[src/rtl/barrel_sprite_renderer.sv]
// -----------------------------------------------------------------------------
// barrel_sprite_renderer
//
// Purpose:
//   Renders the barrel sprite once per animation frame. On a frame tick it
//   erases the box it drew last time (using the background colour), then
//   draws a SIZE x SIZE barrel at the newly sampled position. Pixels stream
//   to the shared 160x120 VGA adapter, one pixel per granted cycle.
//
// Ports:
//   Clk        in   1  system clock
//   ResetN     in   1  synchronous, active-low reset
//   posX       in   8  barrel top-left X from the motion stage
//   posY       in   7  barrel top-left Y from the motion stage
//   frameTick  in   1  one-cycle pulse at the start of an animation frame
//   gnt        in   1  VGA write grant; a pixel is consumed only when high
//   req        out  1  request to the arbiter (erase or draw pass active)
//   vgaPlot    out  1  write strobe to the VGA adapter
//   vgaXo      out  8  pixel X
//   vgaYo      out  7  pixel Y
//   vgaColour  out  3  pixel colour (0 whenever vgaPlot is low)
//   busy       out  1  renderer is not idle
//   done       out  1  one-cycle pulse when a frame render completes
//
// States:
//   state   | meaning
//   --------+---------------------------------------------------------------
//   S_IDLE  | waiting for a frame tick (or a tick merged while busy)
//   S_ERASE | painting the previously drawn box with BG_COL
//   S_DRAW  | painting the sprite at the newly latched position
//   S_DONE  | one cycle: commit the new position as the drawn one
// -----------------------------------------------------------------------------
module barrel_sprite_renderer #(
    parameter int          SIZE     = 5,
    parameter logic [2:0]  BG_COL   = 3'b000,
    parameter logic [2:0]  RIM_COL  = 3'b110,
    parameter logic [2:0]  BODY_COL = 3'b100,
    parameter int          SCR_W    = 160,
    parameter int          SCR_H    = 120
) (
    input  logic        Clk,
    input  logic        ResetN,
    input  logic [7:0]  posX,
    input  logic [6:0]  posY,
    input  logic        frameTick,
    input  logic        gnt,
    output logic        req,
    output logic        vgaPlot,
    output logic [7:0]  vgaXo,
    output logic [6:0]  vgaYo,
    output logic [2:0]  vgaColour,
    output logic        busy,
    output logic        done
);

    typedef enum logic [1:0] {
        S_IDLE  = 2'd0,
        S_ERASE = 2'd1,
        S_DRAW  = 2'd2,
        S_DONE  = 2'd3
    } state_t;

    localparam logic [2:0] LAST   = 3'(SIZE - 1);
    localparam logic [8:0] LIM_X  = 9'(SCR_W);
    localparam logic [7:0] LIM_Y  = 8'(SCR_H);

    state_t      state;
    state_t      state_next;

    logic [2:0]  cx;
    logic [2:0]  cy;
    logic [7:0]  new_x;
    logic [6:0]  new_y;
    logic [7:0]  drawn_x;
    logic [6:0]  drawn_y;
    logic        drawn_valid;
    logic        pending;

    logic        active;
    logic        consume;
    logic        last_pix;
    logic        start;
    logic        same_pos;

    logic [7:0]  base_x;
    logic [6:0]  base_y;
    logic [8:0]  sum_x;
    logic [7:0]  sum_y;
    logic        in_bounds;
    logic        edge_x;
    logic        edge_y;
    logic [2:0]  sprite_col;
    logic [2:0]  pix_col;

    // ------------------------------------------------------------------
    // Control decode
    // ------------------------------------------------------------------
    assign active   = (state == S_ERASE) || (state == S_DRAW);
    assign consume  = active && gnt;
    assign last_pix = (cx == LAST) && (cy == LAST);
    assign start    = (state == S_IDLE) && (frameTick || pending);
    // Compared against the live position: it is the value being latched on
    // the same edge, so the decision matches what will be drawn.
    assign same_pos = drawn_valid && (posX == drawn_x) && (posY == drawn_y);

    // ------------------------------------------------------------------
    // State register
    // ------------------------------------------------------------------
    always_ff @(posedge Clk) begin
        if (!ResetN) begin
            state <= S_IDLE;
        end else begin
            state <= state_next;
        end
    end

    // ------------------------------------------------------------------
    // Next-state logic
    // ------------------------------------------------------------------
    always_comb begin
        state_next = state;
        case (state)
            S_IDLE: begin
                if (start) begin
                    if (!drawn_valid) begin
                        state_next = S_DRAW;
                    end else if (same_pos) begin
                        state_next = S_DONE;
                    end else begin
                        state_next = S_ERASE;
                    end
                end
            end
            S_ERASE: begin
                if (consume && last_pix) begin
                    state_next = S_DRAW;
                end
            end
            S_DRAW: begin
                if (consume && last_pix) begin
                    state_next = S_DONE;
                end
            end
            S_DONE: begin
                state_next = S_IDLE;
            end
            default: begin
                state_next = S_IDLE;
            end
        endcase
    end

    // ------------------------------------------------------------------
    // Datapath registers: raster counters, positions, tick merging
    // ------------------------------------------------------------------
    always_ff @(posedge Clk) begin
        if (!ResetN) begin
            cx          <= '0;
            cy          <= '0;
            new_x       <= '0;
            new_y       <= '0;
            drawn_x     <= '0;
            drawn_y     <= '0;
            drawn_valid <= 1'b0;
            pending     <= 1'b0;
        end else begin
            if (start) begin
                new_x   <= posX;
                new_y   <= posY;
                pending <= 1'b0;
            end else if (frameTick && (state != S_IDLE)) begin
                // All ticks arriving during a frame collapse into one rerun;
                // the position is sampled when that rerun starts.
                pending <= 1'b1;
            end

            // Both passes walk the same raster; wrapping to zero at the end
            // of a pass leaves the counters ready for the next pass.
            if (consume) begin
                if (cx == LAST) begin
                    cx <= '0;
                    if (cy == LAST) begin
                        cy <= '0;
                    end else begin
                        cy <= cy + 3'd1;
                    end
                end else begin
                    cx <= cx + 3'd1;
                end
            end

            if (state == S_DONE) begin
                drawn_x     <= new_x;
                drawn_y     <= new_y;
                drawn_valid <= 1'b1;
            end
        end
    end

    // ------------------------------------------------------------------
    // Pixel address and clipping
    // ------------------------------------------------------------------
    always_comb begin
        base_x = new_x;
        base_y = new_y;
        if (state == S_ERASE) begin
            base_x = drawn_x;
            base_y = drawn_y;
        end
    end

    // One extra bit so a sprite hanging off the right/bottom edge clips
    // instead of wrapping to the opposite side of the screen.
    assign sum_x     = {1'b0, base_x} + {6'b0, cx};
    assign sum_y     = {1'b0, base_y} + {5'b0, cy};
    assign in_bounds = (sum_x < LIM_X) && (sum_y < LIM_Y);

    // ------------------------------------------------------------------
    // Sprite colour: transparent corners, rim on the border, body inside
    // ------------------------------------------------------------------
    assign edge_x = (cx == 3'd0) || (cx == LAST);
    assign edge_y = (cy == 3'd0) || (cy == LAST);

    always_comb begin
        sprite_col = BODY_COL;
        if (edge_x && edge_y) begin
            sprite_col = BG_COL;
        end else if (edge_x || edge_y) begin
            sprite_col = RIM_COL;
        end
    end

    assign pix_col = (state == S_ERASE) ? BG_COL : sprite_col;

    // ------------------------------------------------------------------
    // Outputs
    // ------------------------------------------------------------------
    assign req       = active;
    assign busy      = (state != S_IDLE);
    assign done      = (state == S_DONE);
    assign vgaPlot   = consume && in_bounds;
    // Coordinates stay valid through a grant stall so the adapter sees a
    // stable address until the pixel is actually taken.
    assign vgaXo     = active ? sum_x[7:0] : 8'd0;
    assign vgaYo     = active ? sum_y[6:0] : 7'd0;
    assign vgaColour = vgaPlot ? pix_col : 3'd0;

endmodule

[config.mk]
export PLATFORM = sky130hd
export DESIGN_NAME = barrel_sprite_renderer
export DESIGN_NICKNAME = d
export VERILOG_FILES = /design/src/rtl/barrel_sprite_renderer.sv
export SDC_FILE = /design/constraint.sdc
export NUM_CORES = 1
export LEC_CHECK = 0
export CAP_MARGIN = 20
export CORE_ASPECT_RATIO = 1.5
export CORE_MARGIN = 2
export CORE_UTILIZATION = 55
export CTS_CLUSTER_DIAMETER = 200
export CTS_CLUSTER_SIZE = 28
export DETAILED_ROUTE_END_ITERATION = 7
export PLACE_DENSITY = 0.81
export REMOVE_ABC_BUFFERS = 1
export SLEW_MARGIN = 30
export SYNTH_ARGS = -nofsm -noshare
export SYNTH_HDL_FRONTEND = slang
export SYNTH_SLANG_ARGS = --single-unit
[constraint.sdc]
create_clock -name Clk -period 6.25 [get_ports Clk]
set_clock_uncertainty 0.1 [all_clocks]
set_input_delay 0.9375 -clock Clk [delete_from_list [all_inputs] [get_ports Clk]]
set_output_delay 0.9375 -clock Clk [all_outputs]
set_load 0.05 [all_outputs]
### Word-level counts from Yosys, hierarchy flattened

Cells that the tools add are included.
W data, S select, Z words.

* register bits after elaboration: 40
* input bits: 19

* add/sub/neg operators: 4
* order comparisons: 2
* equality and inequality tests: 10
* mux-type cells: 16
* bitwise operators: 1
* reduce and logical (&&, ||, !) cells: 22

Operators with widths (count)
* $mux W8: 2
* $mux W3: 5
* $mux W7: 2
* $mux W2: 6
* $logic_and A1 B1 Y1: 10
* $add A8 B3 Y9: 1
* $lt A9 B8 Y1 const B: 1
* $add A7 B3 Y8: 1
* $eq A8 B8 Y1: 1
* $lt A8 B7 Y1 const B: 1
* $pmux W2 S4: 1
* $eq A7 B7 Y1: 1
* $add A3 B1 Y3 const B: 2
* $eq A3 B3 Y1 const B: 2
* $logic_not A3 Y1: 2
* $logic_or A1 B1 Y1: 5
* $eq A2 B2 Y1 const B: 2
* $ne A2 B1 Y1 const B: 2
* $reduce_and A3 Y1: 1
* $eq A2 B1 Y1 const B: 1
* $logic_not A2 Y1: 1
* $ne A2 B2 Y1 const B: 1
* $reduce_and A2 Y1: 1
* $reduce_bool A2 Y1: 1
* 2 further kinds: 2

### Longest topological paths before layout

Gate-level depths: netlist of the first run.

* word-level depth: 7
* gate-level depth with buffers: 14
* depth with buffers taken out: 11

### Least setup slack after synthesis of the first run

No wires, ideal clock.

* kind: register -> output
* from: register state[1]
* to: output port vgaXo[4]
* arrival time: 4.815 ns
* data required time: 5.213 ns
* setup slack: 0.398 ns
* stages on the path, launching flop included: 12
* cell sequence: dfxtp_1 > inv_1 > ha_1 > buf_6 > buf_12 > clkbuf_1 > mux2_2 > ha_1 > fa_1 > a21oi_1 > a21oi_1 > a2111oi_0

* longest elaborated chain between the ends: 4
* elaborated cells on any way between the ends: 6
* classes of those cells: add/sub (1); eq/ne (2); mux (2); reduce/logical (1)

Ends and longest elaborated chain
* start: declaration: RTL line 67 `state_t state;`
* start signal: assignment: RTL line 113 `state <= state_next;`
* $eq A2 B1 Y1: RTL line 98, 206
* $mux W8: RTL line 206 `if (state == S_ERASE) begin`
* $add A8 B3 Y9: RTL line 214 `assign sum_x = {1'b0, base_x} + {6'b0, cx};`
* $mux W8 (*): RTL line 244 `assign vgaXo = active ? sum_x[7:0] : 8'd0;`
* end: declaration: RTL line 49 `output logic [7:0] vgaXo,`

Every way passes the cells marked *; elsewhere a longest branch is shown, timed or not.

### Worst setup path in the final report of the first run

* from: register state[1]
* to: output port vgaColour[1]

* longest elaborated chain between the ends: 7
* elaborated cells on any way between the ends: 14
* classes of those cells: add/sub (2); order compare (2); eq/ne (2); mux (4); reduce/logical (4)

Ends and longest elaborated chain
* $eq A2 B1 Y1: RTL line 98, 206, 233
* $mux W8 / $mux W7 (equally long branches): RTL line 206
* $add A8 B3 Y9 / $add A7 B3 Y8 (equally long branches): RTL line 214, 215
* $lt A9 B8 Y1 / $lt A8 B7 Y1 (equally long branches): RTL line 216 `assign in_bounds = (sum_x < LIM_X) && (sum_y < LIM_Y);`
* $logic_and A1 B1 Y1: RTL line 216
* $logic_and A1 B1 Y1: RTL line 241 `assign vgaPlot = consume && in_bounds;`
* $mux W3 (*): RTL line 246 `assign vgaColour = vgaPlot ? pix_col : 3'd0;`
* end: declaration: RTL line 51 `output logic [2:0] vgaColour,`

Marks and branches as above.

==> flow_metrics.py, run 1 <==
metrics = {
    "worst_setup_path": {
        "cp_max_fo": 25,
        "cp-start-kind": "flip-flop",
        "worst_r2r_path_depth": 7,
        "worstSetupEndpointType": "primary output",
        "crit_type": "flip-flop to primary output",
        "startpoint": "state[1]$_SDFFE_PN0P_",
        "rrSetupSlack_ns": 3.69,
        "rr_endpoint": "state[1]$_SDFFE_PN0P_",
        "timing.rr.start": "state[0]$_SDFFE_PN0P_",
        "arrival_ns": 4.15,
        "crit_path_end": "vgaColour[1]",
        "worstPathRequired_ns": 5.21,
    },
    "final_layout": {
        "layout-drive-gt1-share_pct": 6.85,
        "register_area_sq_um": 801,
        "antenna_cells": 0,
        "fin_nets": 373,
        "fin_util_pct": 68.6,
        "stdcell_count": 400,
        "fillCellCount": 379,
        "area_delta_synth_final_pct": 18.9,
        "multiInputGateArea_sq_um": 1700,
    },
    "power_and_ir_drop": {
        "p_leak_nw": 1.18,
        "clock_power_share_pct": 16.4,
        "p_sw_mw": 0.497,
        "p_total_mw": 1.09,
        "intPower_mw": 0.592,
        "switching_share_pct": 45.6,
        "pwr-share-seq_pct": 29.7,
        "p_comb_share_pct": 53.9,
        "powerDensity_nw_per_um2": 350,
        "ir_drop_v": 0.000248,
    },
    "logic_synthesis": {
        "async_reset_ff_share_pct": 0,
        "synth_ff_type": "dfxtp_1",
        "synth-simple-area-share_pct": 21.3,
        "synth_top_area_share_pct": 30.5,
        "synth_seq_cells": 40,
        "postSynthCellCount": 301,
        "synth_top_family_by_area": "simple AND/OR/NAND/NOR gates",
        "synthTopCellsByArea": "dfxtp_1 31%, mux2i_1 8.8%, ha_1 8.1%",
        "synthMuxAreaShare_pct": 12.2,
        "synth_top_area_cell": "dfxtp_1",
        "synthAdderAreaFrac_pct": 9.64,
        "yosysSeqAreaShare_pct": 30.5,
        "yosysWarnings": 0,
        "synth-xor-area-share_pct": 9.02,
        "avgSynthCellArea_sq_um": 8.71,
        "syn-cell-area_sq_um": 2620,
        "ys_types": 45,
        "synth_compound_area_share_pct": 12.5,
        "synth-edff-count": 0,
    },
    "grt": {
        "antenna_found_initial": 0,
        "grt_pass1_wl_um": 9370,
        "grt_max_degree": 41,
        "grt_pass1_vias": 2127,
        "grt_usage_pct": 23.0,
        "gr-total-overflow": 0,
    },
    "clock_network": {
        "hold_buffers": 0,
        "cts_buffers": 5,
        "clk_pin_slew_ns": 0.08,
        "cts_resized": 0,
        "postCtsSetupBuffers": 0,
        "h-tree-depth": 2,
        "cts-root-buf": "clkbuf_8",
        "cts.path.max_buffers": 2,
        "clock_sinks": 40,
        "clk_latency_ns": 0.29,
        "tritoncts": "built",
    },
    "floorplan": {
        "die_w_um": 60.4,
        "die-height_um": 88.6,
        "row_count": 30,
        "coreArea_sq_um": 4540,
        "io_pins": 41,
        "initial_utilization_pct": 57.7,
        "die_area_sq_um": 5350,
    },
    "place": {
        "io_buffers": 39,
        "place_inst": 392,
        "place.gp.congestion": 0.921,
        "dp_hpwl_um": 4090,
    },
    "job": {
        "drv_cap": 0,
    },
    "sta": {
        "hold_viol": 0,
        "max_freq_mhz": 193,
        "worst_pin_slew_ns": 0.587,
        "slew_viol_final": 0,
        "final-setup-viol-count": 0,
        "fin_tns_setup_ns": 0,
        "fin_crit_ns": 5.18,
        "fin_crit_sh_pct": 82.9,
        "rsz0062_at_grt": "false",
        "relSlewSlack_pct": 60.9,
    },
    "route": {
        "wl_per_cell_um": 14.3,
        "drcViolationCount": 0,
        "dr_total_vias": 2187,
        "drt-vias-per-instance": 5.47,
        "postRouteAntennaNets": 0,
        "routed_wl_um": 5720,
        "drt-initial-drc-count": 121,
        "drt-pass1-iter-count": 4,
    },
    "min_path": {
        "hold_path_class": "flip-flop to flip-flop",
        "worstHoldStart": "new_y[1]$_SDFFE_PN0P_",
    },
    "run_status": {
        "status": "complete, no violations",
    },
}
-- worst min-delay path by stage --
stage	endpoint	slack, ns	cells past startpoint
3_3_place_gp	new_y[1]$_SDFFE_PN0P_	0.37	2
5_1_grt	new_y[0]$_SDFFE_PN0P_	0.42	2
2_1_floorplan	drawn_valid$_SDFFE_PN0P_	0.35	1
4_1_cts	new_y[1]$_SDFFE_PN0P_	0.39	2
3_5_place_dp	new_y[1]$_SDFFE_PN0P_	0.38	2
6_report	new_y[1]$_SDFFE_PN0P_	0.38	2
-- state kept, by name, summed over array words and instances (netlist names) --
signal	cells
drawn_x	8
state	2
pending	1
drawn_y	7
cy	3
drawn_valid	1
new_x	8
cx	3
new_y	7
-- cell type report --
| cell class | instances | area share [%] |
|---|---|---|
| Sequential cell | 40 | 25.7 |
| Timing Repair Buffer | 41 | 12.9 |
| Clock buffer | 8 | 2.89 |
| Inverter | 11 | 1.33 |
| Tap cell | 64 | 2.57 |
| Multi-Input combinational cell | 236 | 54.7 |
-- layer usage --
layer	track usage [%]	part of all wire, %
met3	3.07	4.0
met4	9.90	2.3
met1	26.4	42
met2	41.3	52
met5	0	0
-- synth_stat cells (all sizes together), types with 2 or more instances --
library cell	n
a21boi	17
mux2i	23
mux2	8
nor2	18
fa	2
nor2b	18
clkbuf	10
buf	4
xor2	16
a21oi	9
a22oi	2
and2	5
nand2	42
nand3	9
nand4	2
o2111ai	2
a211oi	2
o21ai	5
inv	10
and3	2
dfxtp	40
nor4	3
nor3	5
nor3b	2
xnor2	11
o21a	2
nand3b	3
ha	17
-- metrics by stage --
stage               setup WS [ns]  cell area [sq um]  hold WS (ns)
finish                       1.07               3120         0.380
global route                0.858               3120         0.420
CTS                         0.745               3110         0.386
detailed placement           1.08               3020         0.376
global placement             1.24               3030         0.373
floorplan                   0.375               2540         0.349
-- critical path: stages (launching register included) --
cell	delay, ns
dfxtp_1	0.34
inv_1	0.09
ha_2	0.56
mux2_2	0.26
ha_1	0.15
inv_1	0.06
fa_1	0.40
nor2b_1	0.25
a2bb2o_1	0.35
xnor2_1	0.14
a211oi_1	0.44
nor3_1	0.10
clkdlybuf4s50_1	0.72
-- cells in the final DEF, fill, tap and decap left out, types with 3 or more instances in the layout --
cell and n:
a21boi_0 17, a21oi_1 9, and2_1 5, clkbuf_8 6, clkdlybuf4s50_1 38, dfxtp_1 40
ha_1 15, inv_1 10, mux2_2 8, mux2i_1 23, nand2_1 42, nand3_1 7
nand3b_1 3, nor2_1 18, nor2b_1 18, nor3_1 5, nor4_1 3, o21ai_0 4
xnor2_1 11, xor2_1 16
-- kinds of logic after synthesis --
family / count (synthesis)
AOI/OAI and AO/OA: 46
xor gates and xnor gates: 27
adders and majority gates: 19
buffers and inverters: 25
DFF: 40
muxes: 31
other: 1
and+or+nand+nor: 112
-- power by group through the flow --
stage	registers, mW	logic [mW]	clock network, mW
3_3_place_gp	0.327	0.579	0
5_1_grt	0.328	0.636	0.190
6_report	0.323	0.587	0.179
4_1_cts	0.323	0.589	0.182
3_5_place_dp	0.329	0.588	0
2_1_floorplan	0.319	0.413	0
No activity file was read; power rests on OpenSTA's default activity.
==> run 2, diff against run 1 <==
--- a/config.mk
+++ b/config.mk
@@ -8,11 +8,11 @@
 export CAP_MARGIN = 20
 export CORE_ASPECT_RATIO = 1.5
 export CORE_MARGIN = 2
-export CORE_UTILIZATION = 55
+export CORE_UTILIZATION = 49
 export CTS_CLUSTER_DIAMETER = 200
 export CTS_CLUSTER_SIZE = 28
 export DETAILED_ROUTE_END_ITERATION = 7
-export PLACE_DENSITY = 0.81
+export PLACE_DENSITY = 0.77
 export REMOVE_ABC_BUFFERS = 1
 export SLEW_MARGIN = 30
 export SYNTH_ARGS = -nofsm -noshare
==> constraint.sdc (replaced) <==
create_clock -name Clk -period 4.5 [get_ports Clk]
set_clock_uncertainty 0.1 [all_clocks]
set_input_delay 0.675 -clock Clk [delete_from_list [all_inputs] [get_ports Clk]]
set_output_delay 0.675 -clock Clk [all_outputs]
set_load 0.05 [all_outputs]
==> run 2 against run 1 <==
Effect of this change:
- sequential share of layout area shrank 0.59 points
- register-to-register slack lost 1.7 ns
- largest power group unchanged
- clock power grew 37%
- global-route usage shrank 2.0 points
- sequential power grew 39%
- routed wire length grew 2.4%
- critical path depth is the same
- largest cell class unchanged
- utilization shrank 6.9 points
- die area grew 12%
==> flow_metrics.py, run 2 (synthesis gave the netlist of run 1 again) <==
metrics = {
    "run_status": {
        "status": "complete, no violations",
    },
    "min_path": {
        "hold_path_class": "flip-flop to flip-flop",
        "hold_path_depth": 1,
    },
    "grt": {
        "grt_max_degree": 41,
        "grt_usage_pct": 20.9,
        "grt_pass1_vias": 2226,
        "grt_pass1_wl_um": 9780,
        "gr-total-overflow": 0,
        "antenna_found_initial": 0,
    },
    "power_and_ir_drop": {
        "powerDensity_nw_per_um2": 487,
        "ir_drop_v": 0.000303,
        "pwr-share-seq_pct": 29.0,
        "clock_power_share_pct": 15.8,
        "p_comb_share_pct": 55.2,
        "p_leak_nw": 1.23,
        "p_sw_mw": 0.701,
        "switching_share_pct": 45.2,
        "intPower_mw": 0.850,
    },
    "floorplan": {
        "io_pins": 41,
        "row_count": 32,
        "initial_utilization_pct": 50.8,
        "die_w_um": 63.7,
        "die_area_sq_um": 5960,
        "coreArea_sq_um": 5160,
        "die-height_um": 93.6,
    },
    "worst_setup_path": {
        "worstPathRequired_ns": 3.72,
        "worst_r2r_path_depth": 7,
        "crit_type": "flip-flop to primary output",
        "cp-start-kind": "flip-flop",
        "cp_max_fo": 14,
        "arrival_ns": 3.36,
        "worstSetupEndpointType": "primary output",
    },
    "route": {
        "dr_total_vias": 2175,
        "routed_wl_um": 5860,
        "postRouteAntennaNets": 0,
        "drt-initial-drc-count": 99,
        "drcViolationCount": 0,
        "drt-pass1-iter-count": 6,
        "wl_per_cell_um": 14.4,
        "drt-vias-per-instance": 5.34,
    },
    "final_layout": {
        "fin_util_pct": 61.7,
        "layout_common_cells": "42 x nand2_1, 40 x dfxtp_1, 30 x clkdlybuf4s50_1",
        "fillCellCount": 457,
        "layout-drive-gt1-share_pct": 10.0,
        "layout_commonest_cell": "nand2_1",
        "antenna_cells": 0,
        "area_delta_synth_final_pct": 21.6,
        "top_regs": "drawn_x: 8 flops, new_x: 8 flops",
        "fin_nets": 376,
    },
    "clock_network": {
        "hold_buffers": 0,
        "cts_resized": 0,
        "tritoncts": "built",
        "cts_buffers": 5,
        "clk_pin_slew_ns": 0.07,
        "clock_sinks": 40,
        "cts-root-buf": "clkbuf_8",
        "postCtsSetupBuffers": 0,
        "cts.path.max_buffers": 2,
        "h-tree-depth": 2,
        "clk_latency_ns": 0.29,
    },
    "sta": {
        "relSlewSlack_pct": 51.3,
        "worst_pin_slew_ns": 0.730,
        "rsz0062_at_grt": "false",
        "fin_crit_sh_pct": 91.9,
        "max_freq_mhz": 242,
        "fin_ws_ns": 0.366,
        "final-setup-viol-count": 0,
        "hold_viol": 0,
        "slew_viol_final": 0,
        "fin_crit_ns": 4.13,
    },
    "place": {
        "place_ws_ns": 0.457,
        "dp_hpwl_um": 4490,
        "place.gp.congestion": 0.857,
        "io_buffers": 39,
    },
    "job": {
        "drv_cap": 0,
    },
}
-- run 2: area by class of cell --
cell class                 instances  area [sq um]  area share (%)
clock buffer                       8          90.1            2.83
inverter                          11          41.3            1.30
multi-input combinational        236          1700            53.4
sequential                        40           801            25.1
tap                               68          85.1            2.67
timing repair buffer              44           468            14.7
-- run 2: worst paths after layout --
path / startpoint / endpoint / slack [ns]
max: state[1]$_SDFFE_PN0P_ / vgaColour[1] / 0.37
min: drawn_valid$_SDFFE_PN0P_ / drawn_valid$_SDFFE_PN0P_ / 0.39
max reg2reg: state[0]$_SDFFE_PN0P_ / state[1]$_SDFFE_PN0P_ / 2.01
min reg2reg: drawn_valid$_SDFFE_PN0P_ / drawn_valid$_SDFFE_PN0P_ / 0.39
-- run 2: metrics by stage --
| step | instance area, sq um | hold slack, ns | std cells | power (mW) | TNS, ns |
|---|---|---|---|---|---|
| after floorplan | 2540 | 0.349 | 287 | 1.02 | -1.26 |
| after global placement | 3090 | 0.371 | 399 | 1.29 | 0 |
| after detailed placement | 3100 | 0.377 | 399 | 1.31 | 0 |
| after CTS | 3190 | 0.392 | 407 | 1.56 | 0 |
| after global routing | 3190 | 0.418 | 407 | 1.66 | 0 |
| final | 3190 | 0.387 | 407 | 1.55 | 0 |
-- run 2: power groups by stage --
stage / combinational (mW) / sequential [mW] / clock, mW
after CTS: 0.858 / 0.451 / 0.252
final: 0.856 / 0.450 / 0.245
after floorplan: 0.574 / 0.444 / 0
after global routing: 0.931 / 0.457 / 0.269
after global placement: 0.837 / 0.455 / 0
after detailed placement: 0.854 / 0.459 / 0
-- run 2: routing by layer --
metal	wire [um]	up-vias	track usage (%)	share of wire [%]
met3	158	12	3.25	2.7
met5	0	-	0	0
li1	-	1096	-	-
met1	2370	1015	22.3	40
met2	3170	52	39.6	54
met4	162	0	9.78	2.8
-- run 2: worst max-delay path, stage by stage, from the launching register on --
cell and delay [ns]:
dfxtp_1 0.34, inv_1 0.08, ha_2 0.39, mux2_2 0.22, ha_1 0.16, inv_1 0.05
fa_1 0.40, nor2b_1 0.24, a2bb2o_1 0.35, xnor2_1 0.14, a211oi_1 0.36, nor3_1 0.15
buf_12 0.18
